<file path="src/rtl/ws2812b_decoder_if.sv">
// Pixel stream bus out of the WS2812B decoder: 24-bit pixel with valid/ready.
interface ws2812b_decoder_if;
    logic [23:0] data_out;
    logic        valid;
    logic        ready;

    modport master (output data_out, valid, input ready);
    modport slave  (input data_out, valid, output ready);
endinterface

</file>
<file path="src/rtl/ws2812b_decoder.sv">
// WS2812B receive decoder: synchronizes the raw LED line, classifies high
// pulse widths into bits, assembles MSB-first 24-bit pixels onto a valid/ready
// stream and flags latch gaps, malformed pulses and overruns.
// Optional feature macro: WS2812B_DECODER_FORWARD_EN (forward the line on
// led_out after the first pixel of each frame has been consumed locally).
module ws2812b_decoder #(
    parameter int THRESH_CYCLES   = 12,
    parameter int MIN_HIGH_CYCLES = 3,
    parameter int MAX_HIGH_CYCLES = 40,
    parameter int LATCH_CYCLES    = 1000
) (
    input  logic                   clk20,
    input  logic                   reset,
    input  logic                   din,
    ws2812b_decoder_if.master      pix,
    output logic                   latch,
    output logic                   error,
    output logic                   overrun,
    output logic [8:0]             pixel_count,
    output logic                   led_out
);
    // hcnt saturates at MAX_HIGH_CYCLES+1 so over-long pulses stay distinguishable
    localparam int HW = $clog2(MAX_HIGH_CYCLES + 2);
    localparam int LW = $clog2(LATCH_CYCLES);

    typedef enum logic [1:0] {S_IDLE, S_HIGH, S_LOW} state_t;

    state_t          state, state_nxt;
    logic            s1, s2, s3;
    logic            rise, fall;
    logic [HW-1:0]   hcnt, hcnt_nxt;
    logic [LW-1:0]   lcnt, lcnt_nxt;
    logic [23:0]     shreg;
    logic [23:0]     shift_nxt;
    logic [4:0]      bitcnt;
    logic            armed;
    logic            take_bit, long_err, gap_done, lat_fire, lat_err;
    logic            bit_val;

    assign rise      = s2 & ~s3;
    assign fall      = ~s2 & s3;
    assign bit_val   = (hcnt >= HW'(THRESH_CYCLES));
    assign shift_nxt = {shreg[22:0], bit_val};

    // two-flop synchronizer on the asynchronous line, plus one delay for edges
    always_ff @(posedge clk20 or posedge reset) begin
        if (reset) begin
            s1 <= 1'b0;
            s2 <= 1'b0;
            s3 <= 1'b0;
        end else begin
            s1 <= din;
            s2 <= s1;
            s3 <= s2;
        end
    end

    // FSM state and pulse-width counters
    always_ff @(posedge clk20 or posedge reset) begin
        if (reset) begin
            state <= S_IDLE;
            hcnt  <= '0;
            lcnt  <= '0;
        end else begin
            state <= state_nxt;
            hcnt  <= hcnt_nxt;
            lcnt  <= lcnt_nxt;
        end
    end

    // next state, counter updates and per-cycle decode strobes
    always_comb begin
        state_nxt = state;
        hcnt_nxt  = hcnt;
        lcnt_nxt  = lcnt;
        take_bit  = 1'b0;
        long_err  = 1'b0;
        gap_done  = 1'b0;
        lat_fire  = 1'b0;
        lat_err   = 1'b0;
        case (state)
            S_IDLE: begin
                if (rise) begin
                    state_nxt = S_HIGH;
                    hcnt_nxt  = HW'(1);
                end
            end
            S_HIGH: begin
                if (fall) begin
                    state_nxt = S_LOW;
                    lcnt_nxt  = '0;
                    if (hcnt > HW'(MAX_HIGH_CYCLES))
                        long_err = 1'b1;
                    else if (hcnt >= HW'(MIN_HIGH_CYCLES))
                        take_bit = 1'b1;
                end else if (hcnt <= HW'(MAX_HIGH_CYCLES)) begin
                    hcnt_nxt = hcnt + HW'(1);
                end
            end
            S_LOW: begin
                if (rise) begin
                    state_nxt = S_HIGH;
                    hcnt_nxt  = HW'(1);
                    lcnt_nxt  = '0;
                end else if (lcnt == LW'(LATCH_CYCLES - 1)) begin
                    // gap reached: only a line that carried bits reports a latch
                    state_nxt = S_IDLE;
                    lcnt_nxt  = '0;
                    gap_done  = 1'b1;
                    lat_fire  = armed;
                    lat_err   = (bitcnt != 5'd0);
                end else begin
                    lcnt_nxt = lcnt + LW'(1);
                end
            end
            default: state_nxt = S_IDLE;
        endcase
    end

    // bit assembly, pixel hand-off, handshake and status pulses
    always_ff @(posedge clk20 or posedge reset) begin
        if (reset) begin
            shreg        <= '0;
            bitcnt       <= '0;
            armed        <= 1'b0;
            pixel_count  <= '0;
            pix.data_out <= '0;
            pix.valid    <= 1'b0;
            latch        <= 1'b0;
            error        <= 1'b0;
            overrun      <= 1'b0;
        end else begin
            latch   <= lat_fire;
            error   <= long_err | lat_err;
            overrun <= 1'b0;
            if (pix.valid && pix.ready)
                pix.valid <= 1'b0;
            if (long_err) begin
                shreg  <= '0;
                bitcnt <= '0;
            end
            if (take_bit) begin
                armed <= 1'b1;
                shreg <= shift_nxt;
                if (bitcnt == 5'd23) begin
                    bitcnt <= '0;
                    if (pixel_count != 9'd511)
                        pixel_count <= pixel_count + 9'd1;
                    // a consumer taking the held pixel this cycle frees the slot
                    if (!pix.valid || pix.ready) begin
                        pix.data_out <= shift_nxt;
                        pix.valid    <= 1'b1;
                    end else begin
                        overrun <= 1'b1;
                    end
                end else begin
                    bitcnt <= bitcnt + 5'd1;
                end
            end
            if (gap_done) begin
                bitcnt      <= '0;
                pixel_count <= '0;
                armed       <= 1'b0;
            end
        end
    end

`ifdef WS2812B_DECODER_FORWARD_EN
    logic fwd;

    // forwarding opens once the first pixel of a frame is taken, closes at latch
    always_ff @(posedge clk20 or posedge reset) begin
        if (reset)
            fwd <= 1'b0;
        else if (gap_done)
            fwd <= 1'b0;
        else if (take_bit && bitcnt == 5'd23)
            fwd <= 1'b1;
    end

    assign led_out = fwd & s2;
`else
    assign led_out = 1'b0;
`endif

endmodule
</file>
<file path="src/flat_wrapper.sv">
// flat-port wrapper written by rule: the top's interface ports become plain ports
module ws2812b_decoder_flat 
#(
    parameter int THRESH_CYCLES   = 12,
    parameter int MIN_HIGH_CYCLES = 3,
    parameter int MAX_HIGH_CYCLES = 40,
    parameter int LATCH_CYCLES    = 1000
)
  (clk20, reset, din, latch, error, overrun, pixel_count, led_out, pix_data_out, pix_valid, pix_ready);
  ws2812b_decoder_if pix_i ();
  input  logic clk20;
  input  logic reset;
  input  logic din;
  output logic latch;
  output logic error;
  output logic overrun;
  output logic [8:0] pixel_count;
  output logic led_out;
  output wire logic [$bits(pix_i.data_out)-1:0] pix_data_out;
  output wire logic [$bits(pix_i.valid)-1:0] pix_valid;
  input wire logic [$bits(pix_i.ready)-1:0] pix_ready;
  assign pix_data_out = pix_i.data_out;
  assign pix_valid = pix_i.valid;
  assign pix_i.ready = pix_ready;
  ws2812b_decoder #(.THRESH_CYCLES(THRESH_CYCLES), .MIN_HIGH_CYCLES(MIN_HIGH_CYCLES), .MAX_HIGH_CYCLES(MAX_HIGH_CYCLES), .LATCH_CYCLES(LATCH_CYCLES)) u_core (.clk20(clk20), .reset(reset), .din(din), .pix(pix_i), .latch(latch), .error(error), .overrun(overrun), .pixel_count(pixel_count), .led_out(led_out));
endmodule
</file>
<file path="config.mk">
export PLATFORM = sky130hd
export DESIGN_NAME = ws2812b_decoder_flat
export DESIGN_NICKNAME = d
export VERILOG_FILES = /design/src/rtl/ws2812b_decoder_if.sv /design/src/rtl/ws2812b_decoder.sv /design/src/flat_wrapper.sv
export SDC_FILE = /design/constraint.sdc
export NUM_CORES = 1
export LEC_CHECK = 0
export CAP_MARGIN = 20
export CORE_ASPECT_RATIO = 0.75
export CORE_UTILIZATION = 60
export DETAILED_ROUTE_END_ITERATION = 10
export PLACE_DENSITY = 0.84
export SYNTH_ARGS = -nofsm -noshare
export SYNTH_HDL_FRONTEND = slang
export SYNTH_SLANG_ARGS = --single-unit
</file>
<file path="constraint.sdc">
create_clock -name clk20 -period 4.8 [get_ports clk20]
set_input_delay 0.96 -clock clk20 [delete_from_list [all_inputs] [get_ports clk20]]
set_output_delay 0.96 -clock clk20 [all_outputs]
set_load 0.005 [all_outputs]
</file>
# == After elaboration in Yosys (flattened, before gate mapping) ==
# Cells that the tools add are included.
# totals
word_cells,105
reg_bits,87
inputBits,4
out_inout_bits,38
# classes
mux,48
n_eq_ne,11
bitwise,5
n_addsub,4
n_lt_le_gt_ge,4
n_reduce_logical,18
# ops
op,n
$mux W23,2
$mux W9,4
$mux W10,3
$mux W1,25
$mux W5,4
$pmux W10 S2,1
$mux W6,3
$pmux W6 S2,1
$reduce_bool A2 Y1,6
$add A10 B1 Y10 const B,1
$eq A10 B10 Y1 const B,1
$add A9 B1 Y9 const B,1
$ne A9 B9 Y1 const B,1
$reduce_and A3 Y1,3
$mux W2,4
$ne A2 B1 Y1 const B,4
$add A6 B1 Y6 const B,1
$ge A6 B2 Y1 const B,1
$ge A6 B4 Y1 const B,1
$gt A6 B6 Y1 const B,1
$le A6 B6 Y1 const B,1
$pmux W2 S3,1
$add A5 B1 Y5 const B,1
$eq A5 B5 Y1 const B,1
other kinds (16),18

# == Depth between registers and ports, before layout ==
# logic_depth
word_depth,7
depth_mapped,8
ltp_nobuf,8

# == Worst setup path after synthesis ==
# No wires, ideal clock.
# synth_timing
kind,input port to flip-flop
from,input pix_ready
to,register u_core.pix.data_out[0]
path_buffers,1
setup_ns,0.128
arrival_ns,1.905
required_ns,4.672
setup_slack_ns,2.767
stages,5
cell_sequence,nand2b_1 nand2_1 nor3_4 buf_4 mux2_1
# synth_between
elab_chain_len,2
# synth_rtl
item,line_no,rtl
"start, declared",flat_wrapper.sv:21,input wire logic [$bits(pix_i.ready)-1:0] pix_ready;
$logic_or A1 B1 Y1,ws2812b_decoder.sv:150,if (!pix.valid || pix.ready) begin
$reduce_and A3 Y1 (no line),n/a,
"end signal, assigned",ws2812b_decoder.sv:151,pix.data_out <= shift_nxt;
"end, declared",ws2812b_decoder_if.sv:7,"modport master (output data_out, valid, input ready);"
# Every way passes these cells.
# A chain may end at the register's enable or synchronous reset.

# == Worst setup path after layout ==
# layout_timing
from,register u_core.state[0]
to,register u_core.shreg[12]
# layout_between
elab_chain_len,3
word_cells_on_any_way,5
classes_between,eq/ne (1); mux (3); reduce/logical (1)
# layout_rtl
item,line_no,rtl
"start, declared",ws2812b_decoder.sv:28,"state_t state, state_nxt;"
"start signal, assigned",ws2812b_decoder.sv:65,state <= state_nxt;
$eq A2 B1 Y1 (*),ws2812b_decoder.sv:81,case (state)
$mux W1,ws2812b_decoder.sv:81,
$mux W23 or $reduce_bool A2 Y1 (tied branches),n/a,
"end signal, assigned",ws2812b_decoder.sv:144,shreg <= shift_nxt;
"end, declared",ws2812b_decoder.sv:33,logic [23:0] shreg;
# Mark *: on every way between the ends. The rest lies on a longest branch, timed or not.

==> out/results.txt <==
worst-skew pair later-pin latency: 360 ps
Post-synth EDFFs: 0
Site Rows: 25
Max Root-Sink Buffers: 2
largest net degree at the start of global routing: 50
GRT overflow: 0
Pleak: 2.10 nW
total CTS buffers: 9
initial antenna violation count: 0
# Max-Cap Violations: 0
Max VDD drop: 0.000185 V
CTS tree: built
status: finished clean
Primary FF master, synth: dfrtp_1
Synth area leader: dfrtp_1
Clk pin slew, worst setup/hold paths: 90 ps
residual DRC count: 0
Core Area: 6320 um^2
first-pass GRT wire length: 13,000 um
starting density of the core: 62.2%
I/O pin cnt: 42
final slew viol count: 0
Yosys cell types: 55
antenna-violating nets left: 0
Routed WL per cell: 16.7 um
Netlist Area Pre-Place: 3930 um^2
RD Place Congestion: 0.851
Worst R2R Setup Slack: 1980 ps
Worst EP arrival: 3110 ps
critical path class: reg2reg
Syn Nets: 343
Vias: 2,809
main area contributors after synthesis: dfrtp_1 (55%), mux2_1 (5.7%), a22o_1 (5.1%)
H-tree depth: 3
final period utilization: 58.7%
DP HPWL: 4980 um
Hold Vio Cnt, Final: 0
die area: 6880 um^2
Post-synth ARST share: 100%
FF-to-FF End: u_core.shreg[12]
Port Buffers: 40
Gates resized, CTS repair: 0
flops & latches, synth: 87
Placed Cells: 437
reg2reg path depth: 5
Worst Path Required: 5090 ps
area delta synth->final: 17.5%
crit-path max FO: 46
Place WS: 1590 ps
share of the synthesized area in the top cell type: 55.4%
crit path capture: u_core.shreg[12]
Cell Pwr Density: 350 nW/um^2
cell with the most instances after synthesis: dfrtp_1
hold crit path type: reg2reg
ant diodes: 0
CP Launch Type: flop
Rel. slew slack: 33.6%
fin nets: 379
Setup TNS: 0 ps
Initial DRC Count: 168
final instance count without filler cells: 454
Root Buffer Master: clkbuf_8
YS warnings: 0
Die W: 95.5 um
Die Y: 72.1 um
Post CTS Setup Buffer Count: 0
CTS Hold Bufs: 0
GRT Util Overall: 24.5%
CP startpoint: u_core.state[0]
RSZ-0062 raised after global routing: no
PnR worst setup slack: 1980 ps
fmax: 355 MHz
Detailed Route WL: 7600 um
register area share after synthesis: 55.4%
setup violators final: 0
top cells by count, synth: dfrtp_1 (87), a22o_1 (23), mux2_1 (20), nand2_1 (17), nor2_1 (16)
vias per inst: 6.19
layout cells sized above 1: 9.65%
DR pass1 iterations: 4
CP Capture Type: flop
min cycle time layout: 2820 ps
Fin Clk Skew: 12.9 ps
synthesized instance count: 332
Tightest Pin Transition: 995 ps
syn_area_per_cell: 11.8 um^2
r2r startpoint: u_core.state[0]
Clock Sinks: 87
vias in the first global route: 2,609
==> cell usage in the layout, fill, tap and decap left out, types with 3 or more instances in the layout <==
master / n
a211oi_1: 3
a21oi_1: 11
a22o_1: 23
a31o_2: 5
and3_1: 3
and4_1: 3
buf_4: 3
clkbuf_8: 9
clkdlybuf4s50_1: 40
dfrtp_1: 87
ha_1: 7
inv_1: 6
mux2_1: 20
mux2_2: 5
mux2i_1: 6
nand2_1: 17
nand2b_1: 6
nand3_1: 7
nand4_1: 3
nor2_1: 15
nor2b_1: 6
nor3_1: 5
o211ai_1: 5
o21ai_0: 14
o21bai_1: 5
or3_1: 4
or4_1: 3
xor2_1: 5
==> worst min-delay path by stage <==
stage,start,to,slack [ps],cells past startpoint
4_1_cts,u_core.s1,u_core.s2,360,0
5_1_grt,u_core.s1,u_core.s2,370,0
3_3_place_gp,u_core.s1,u_core.s2,340,0
2_1_floorplan,u_core.s1,u_core.s2,330,0
6_report,u_core.s1,u_core.s2,360,0
3_5_place_dp,u_core.s1,u_core.s2,340,0
==> layer usage <==
metal	vias to the layer above	track usage (%)	share of wire, %
met5	-	0	0
met4	0	9.12	1.4
met3	12	5.35	3.9
met2	81	35.9	45
met1	1415	36.2	50
li1	1301	-	-
==> worst max-delay path, cell delays in order (launching register included) <==
cell and delay, ps:
dfrtp_1 510, nor4bb_1 680, o41ai_4 180, buf_4 300
nor2_2 810, a22o_1 260
==> power by group <==
| part | leakage [nW] | internal, W | switching [W] |
|---|---|---|---|
| clock network | 0.110 | 0.000298 | 0.000275 |
| registers | 1.19 | 0.000772 | 0.0000625 |
| logic | 0.791 | 0.0000842 | 0.000123 |
| total | 2.10 | 0.00116 | 0.000461 |
==> metrics by stage <==
stage,area (um^2),utilization (%),hold slack (ps),total power [W]
2_1_floorplan,3930,-,331,0.00100
3_3_place_gp,4370,69.1,342,0.00104
3_5_place_dp,4370,69.1,344,0.00105
4_1_cts,4590,72.7,363,0.00163
5_1_grt,4620,73.1,373,0.00169
6_report,4620,73.1,359,0.00162
==> kinds of logic (layout without fill, tap and decap cells) <==
group | Yosys count | in the layout | synth area share, %
xor+xnor | 5 | 5 | 1.11
buf+inv | 26 | 67 | 3.06
fa+ha+maj | 7 | 7 | 2.23
mux | 31 | 31 | 8.69
simple gates | 91 | 91 | 13.5
compound gates | 84 | 84 | 16.0
flops | 87 | 87 | 55.4
other cells | 1 | 1 | 0.0954
==> layout make-up <==
class | instances | area [um^2]
clock buffer | 9 | 124
sequential | 87 | 2180
timing repair buffer | 44 | 450
inverter | 7 | 27.5
clock inverter | 7 | 103
fill | 411 | 1700
multi-input combinational | 219 | 1640
tap | 81 | 101
==> flip-flops by register name (all words and copies together), names as in the netlist <==
signal / cells
u_core.pix.data_out: 24
u_core.shreg: 23
u_core.lcnt: 10
u_core.pixel_count: 9
u_core.hcnt: 6
u_core.bitcnt: 5
u_core.state: 2
u_core.armed: 1
u_core.error: 1
u_core.latch: 1
u_core.overrun: 1
u_core.pix.valid: 1
u_core.s1: 1
u_core.s2: 1
u_core.s3: 1
Power figures use the tool's default switching activity.
==> variant, RTL diff (same flow settings) <==
`LATCH_CYCLES` is set to 1000 in 2 places; all go to 2000.
--- a/src/rtl/ws2812b_decoder.sv
+++ b/src/rtl/ws2812b_decoder.sv
@@ -8,5 +8,5 @@
     parameter int MIN_HIGH_CYCLES = 3,
     parameter int MAX_HIGH_CYCLES = 40,
-    parameter int LATCH_CYCLES    = 1000
+    parameter int LATCH_CYCLES    = 2000
 ) (
     input  logic                   clk20,
--- a/src/flat_wrapper.sv
+++ b/src/flat_wrapper.sv
@@ -5,5 +5,5 @@
     parameter int MIN_HIGH_CYCLES = 3,
     parameter int MAX_HIGH_CYCLES = 40,
-    parameter int LATCH_CYCLES    = 1000
+    parameter int LATCH_CYCLES    = 2000
 )
   (clk20, reset, din, latch, error, overrun, pixel_count, led_out, pix_data_out, pix_valid, pix_ready);
Check against the original RTL: no difference found for any inputs over 10 cycles, from zero or initial values and one cycle with reset high; that may be too few to reach the edited logic, so the function may still have changed.
==> variant against the unedited design <==
Final cell count down 2.2%. Sequential power up 0.8%. Power up 0.47%. Design area up 1.5%. Sequential cell count up 1. Global-route usage down 1.7 points. Maximum frequency up 5.6%. Wire length down 0.72%. Area after synthesis up 2.5%. Combinational power up 3%. Highest routed layer unchanged. Setup slack better by 150 ps.
==> variant: results (changes against the unedited design) <==
Status
  • Status: completed

GRT
  • First-pass GRT wire length: 12600 microns (-3.0%)
  • Vias in the first global route: 2510 (-3.8%)
  • Largest net degree at the start of global routing: 61 (+22%)
  • Initial antenna violation count: 0 (unchanged)
  • All-layer global routing usage: 22.9% (-1.7 points)

Finish
  • # diodes: 0 (unchanged)
  • Post-Layout Cell Count: 444 (-2.2%)
  • Share of layout cells above drive strength 1: 15.4% (+5.8 points)
  • Nets@finish: 370 (-2.4%)
  • Fillers: 451 (+9.7%)
  • Top flop regs: u_core.pix.data_out: 24 flops, u_core.shreg: 23 flops, u_core.lcnt: 11 flops

Place
  • RD Place Congestion: 0.826 (-3.0%)
  • Placed Area: 4450 sq um (+1.9%)
  • I/O Buffers: 40 (unchanged)
  • Placed insts: 428 (-2.1%)
  • HPWL Detailed: 4920 microns (-1.2%)
  • Dpl ws: 2100 ps (+504 ps)

Setup path
  • Crit path arrival time: 2920 ps (-190 ps)
  • CP Capture Point: u_core.pix.data_out[22]
  • Worst path slowest cell: dfrtp_1
  • CP max FO: 24 (-48%)
  • Depth of the worst register-to-register path: 7 (+2)
  • Reg2reg setup slack: 2130 ps (+150 ps)
  • Critical Path Max Stage Delay: 440 ps (-370 ps)
  • Crit path from: u_core.hcnt[0]

Synth
  • Yosys warns: 0 (unchanged)
  • Fraction of registers with async set/reset: 100% (unchanged)
  • Library cells used by synthesis: 59 (+7.3%)
  • Syn Area/Cell: 12.6 sq um (+6.0%)
  • Top FF cell, synth: dfrtp_1
  • Most frequent cells after synthesis: 88 x dfrtp_1, 23 x a22o_1, 20 x mux2_4, 16 x nand2_1, 15 x nor2_1
  • Top cells by area, synth: dfrtp_1 55%, mux2_4 7.5%, a22o_1 5.0%
  • Syn Nets: 332 (-3.2%)
  • Post-synthesis sequential area ratio: 54.6% (-0.74 points)

Timing
  • Worst Tran Pin Value: 1050 ps (+56.0 ps)
  • FMAX: 0.375 GHz (+5.6%)
  • Fin Hold WS: 359 ps (+0.166 ps)
  • Clock skew: 8.27 ps (-4.63 ps)

CTS
  • Clk_lat worst skew: 360 ps (about the same)
  • Post-CTS Setup Inserts: 0 (unchanged)
  • Worst-path clk slew: 90 ps (about the same)
  • Clock buffer count from CTS: 9 (unchanged)
  • CTS H-tree depth: 3 (unchanged)
  • Cts repair resizes: 0 (unchanged)

Power and ir drop
  • Comb. pwr: 214 uW (+3%)
  • Sw Ratio: 27.4% (-1.2 points)
  • Clk pwr share: 35.0% (-0.5 points)
  • Leak pwr: 2.10 nW (+0.13%)
  • Peak VDD IR: 0.000228 V (+24%)
  • Logic pwr share: 13.2% (+0.4 points)

Drt
  • Total Wirelength: 7550 microns (-0.72%)
  • Initial DRC count: 132 (-21%)
  • DR pass1 iterations: 4 (unchanged)
  • Via total after detailed routing: 2706 (-3.7%)

Hold path
  • HP Class: flop to flop
[variant: cell count changes after synthesis, sizes merged, moves of 4 or more]
cell	change
nor3	-5
o31ai	+5
nor2b	-4
xnor2	+4
o211ai	-4
or4	+4
[variant: layout make-up]
class	count	area, sq um	area share, %
Clock buffer	11	141	3.01
Clock inverter	4	77.6	1.65
Inverter	9	35.0	0.747
Multi-Input combinational cell	207	1690	36.0
Sequential cell	88	2200	47.0
Tap cell	81	101	2.16
Timing Repair Buffer	44	443	9.45
[variant: routing by layer]
metal / GRT usage [%] / up-vias / wire [microns]
met1: 33.8 / 1365 / 3730
met3: 6.32 / 9 / 332
li1: - / 1267 / -
met2: 32.6 / 65 / 3420
met5: 0 / - / 0
met4: 8.29 / 0 / 62
[variant: worst max-delay path: cells and delay by family (launching register included)]
kind                     cells  cell delay, ps
AND/OR/NAND/NOR              3            1070
adder cells (fa/ha/maj)      1             140
multiplexers                 1             390
buffers and inverters        2             510
flip-flops                   1             440
[variant: cells by family (layout without fill, tap and decap cells)]
family | count (synthesis) | after routing | synth area share (%)
AOI/OAI and AO/OA | 77 | 77 | 14.5
adders and majority gates | 7 | 7 | 2.17
and+or+nand+nor | 82 | 82 | 12.8
xor gates and xnor gates | 8 | 8 | 1.74
buffers and inverters | 26 | 68 | 3.45
other | 1 | 1 | 0.0930
muxes | 32 | 32 | 10.6
DFF | 88 | 88 | 54.6
[variant: how the worst min path moves through the flow]
| stage | from | end | cells past startpoint |
|---|---|---|---|
| floorplan | u_core.s1 | u_core.s2 | 0 |
| global placement | u_core.s1 | u_core.s2 | 0 |
| detailed placement | u_core.s1 | u_core.s2 | 0 |
| CTS | u_core.s1 | u_core.s2 | 0 |
| global route | u_core.s1 | u_core.s2 | 0 |
| finish | u_core.s1 | u_core.s2 | 0 |
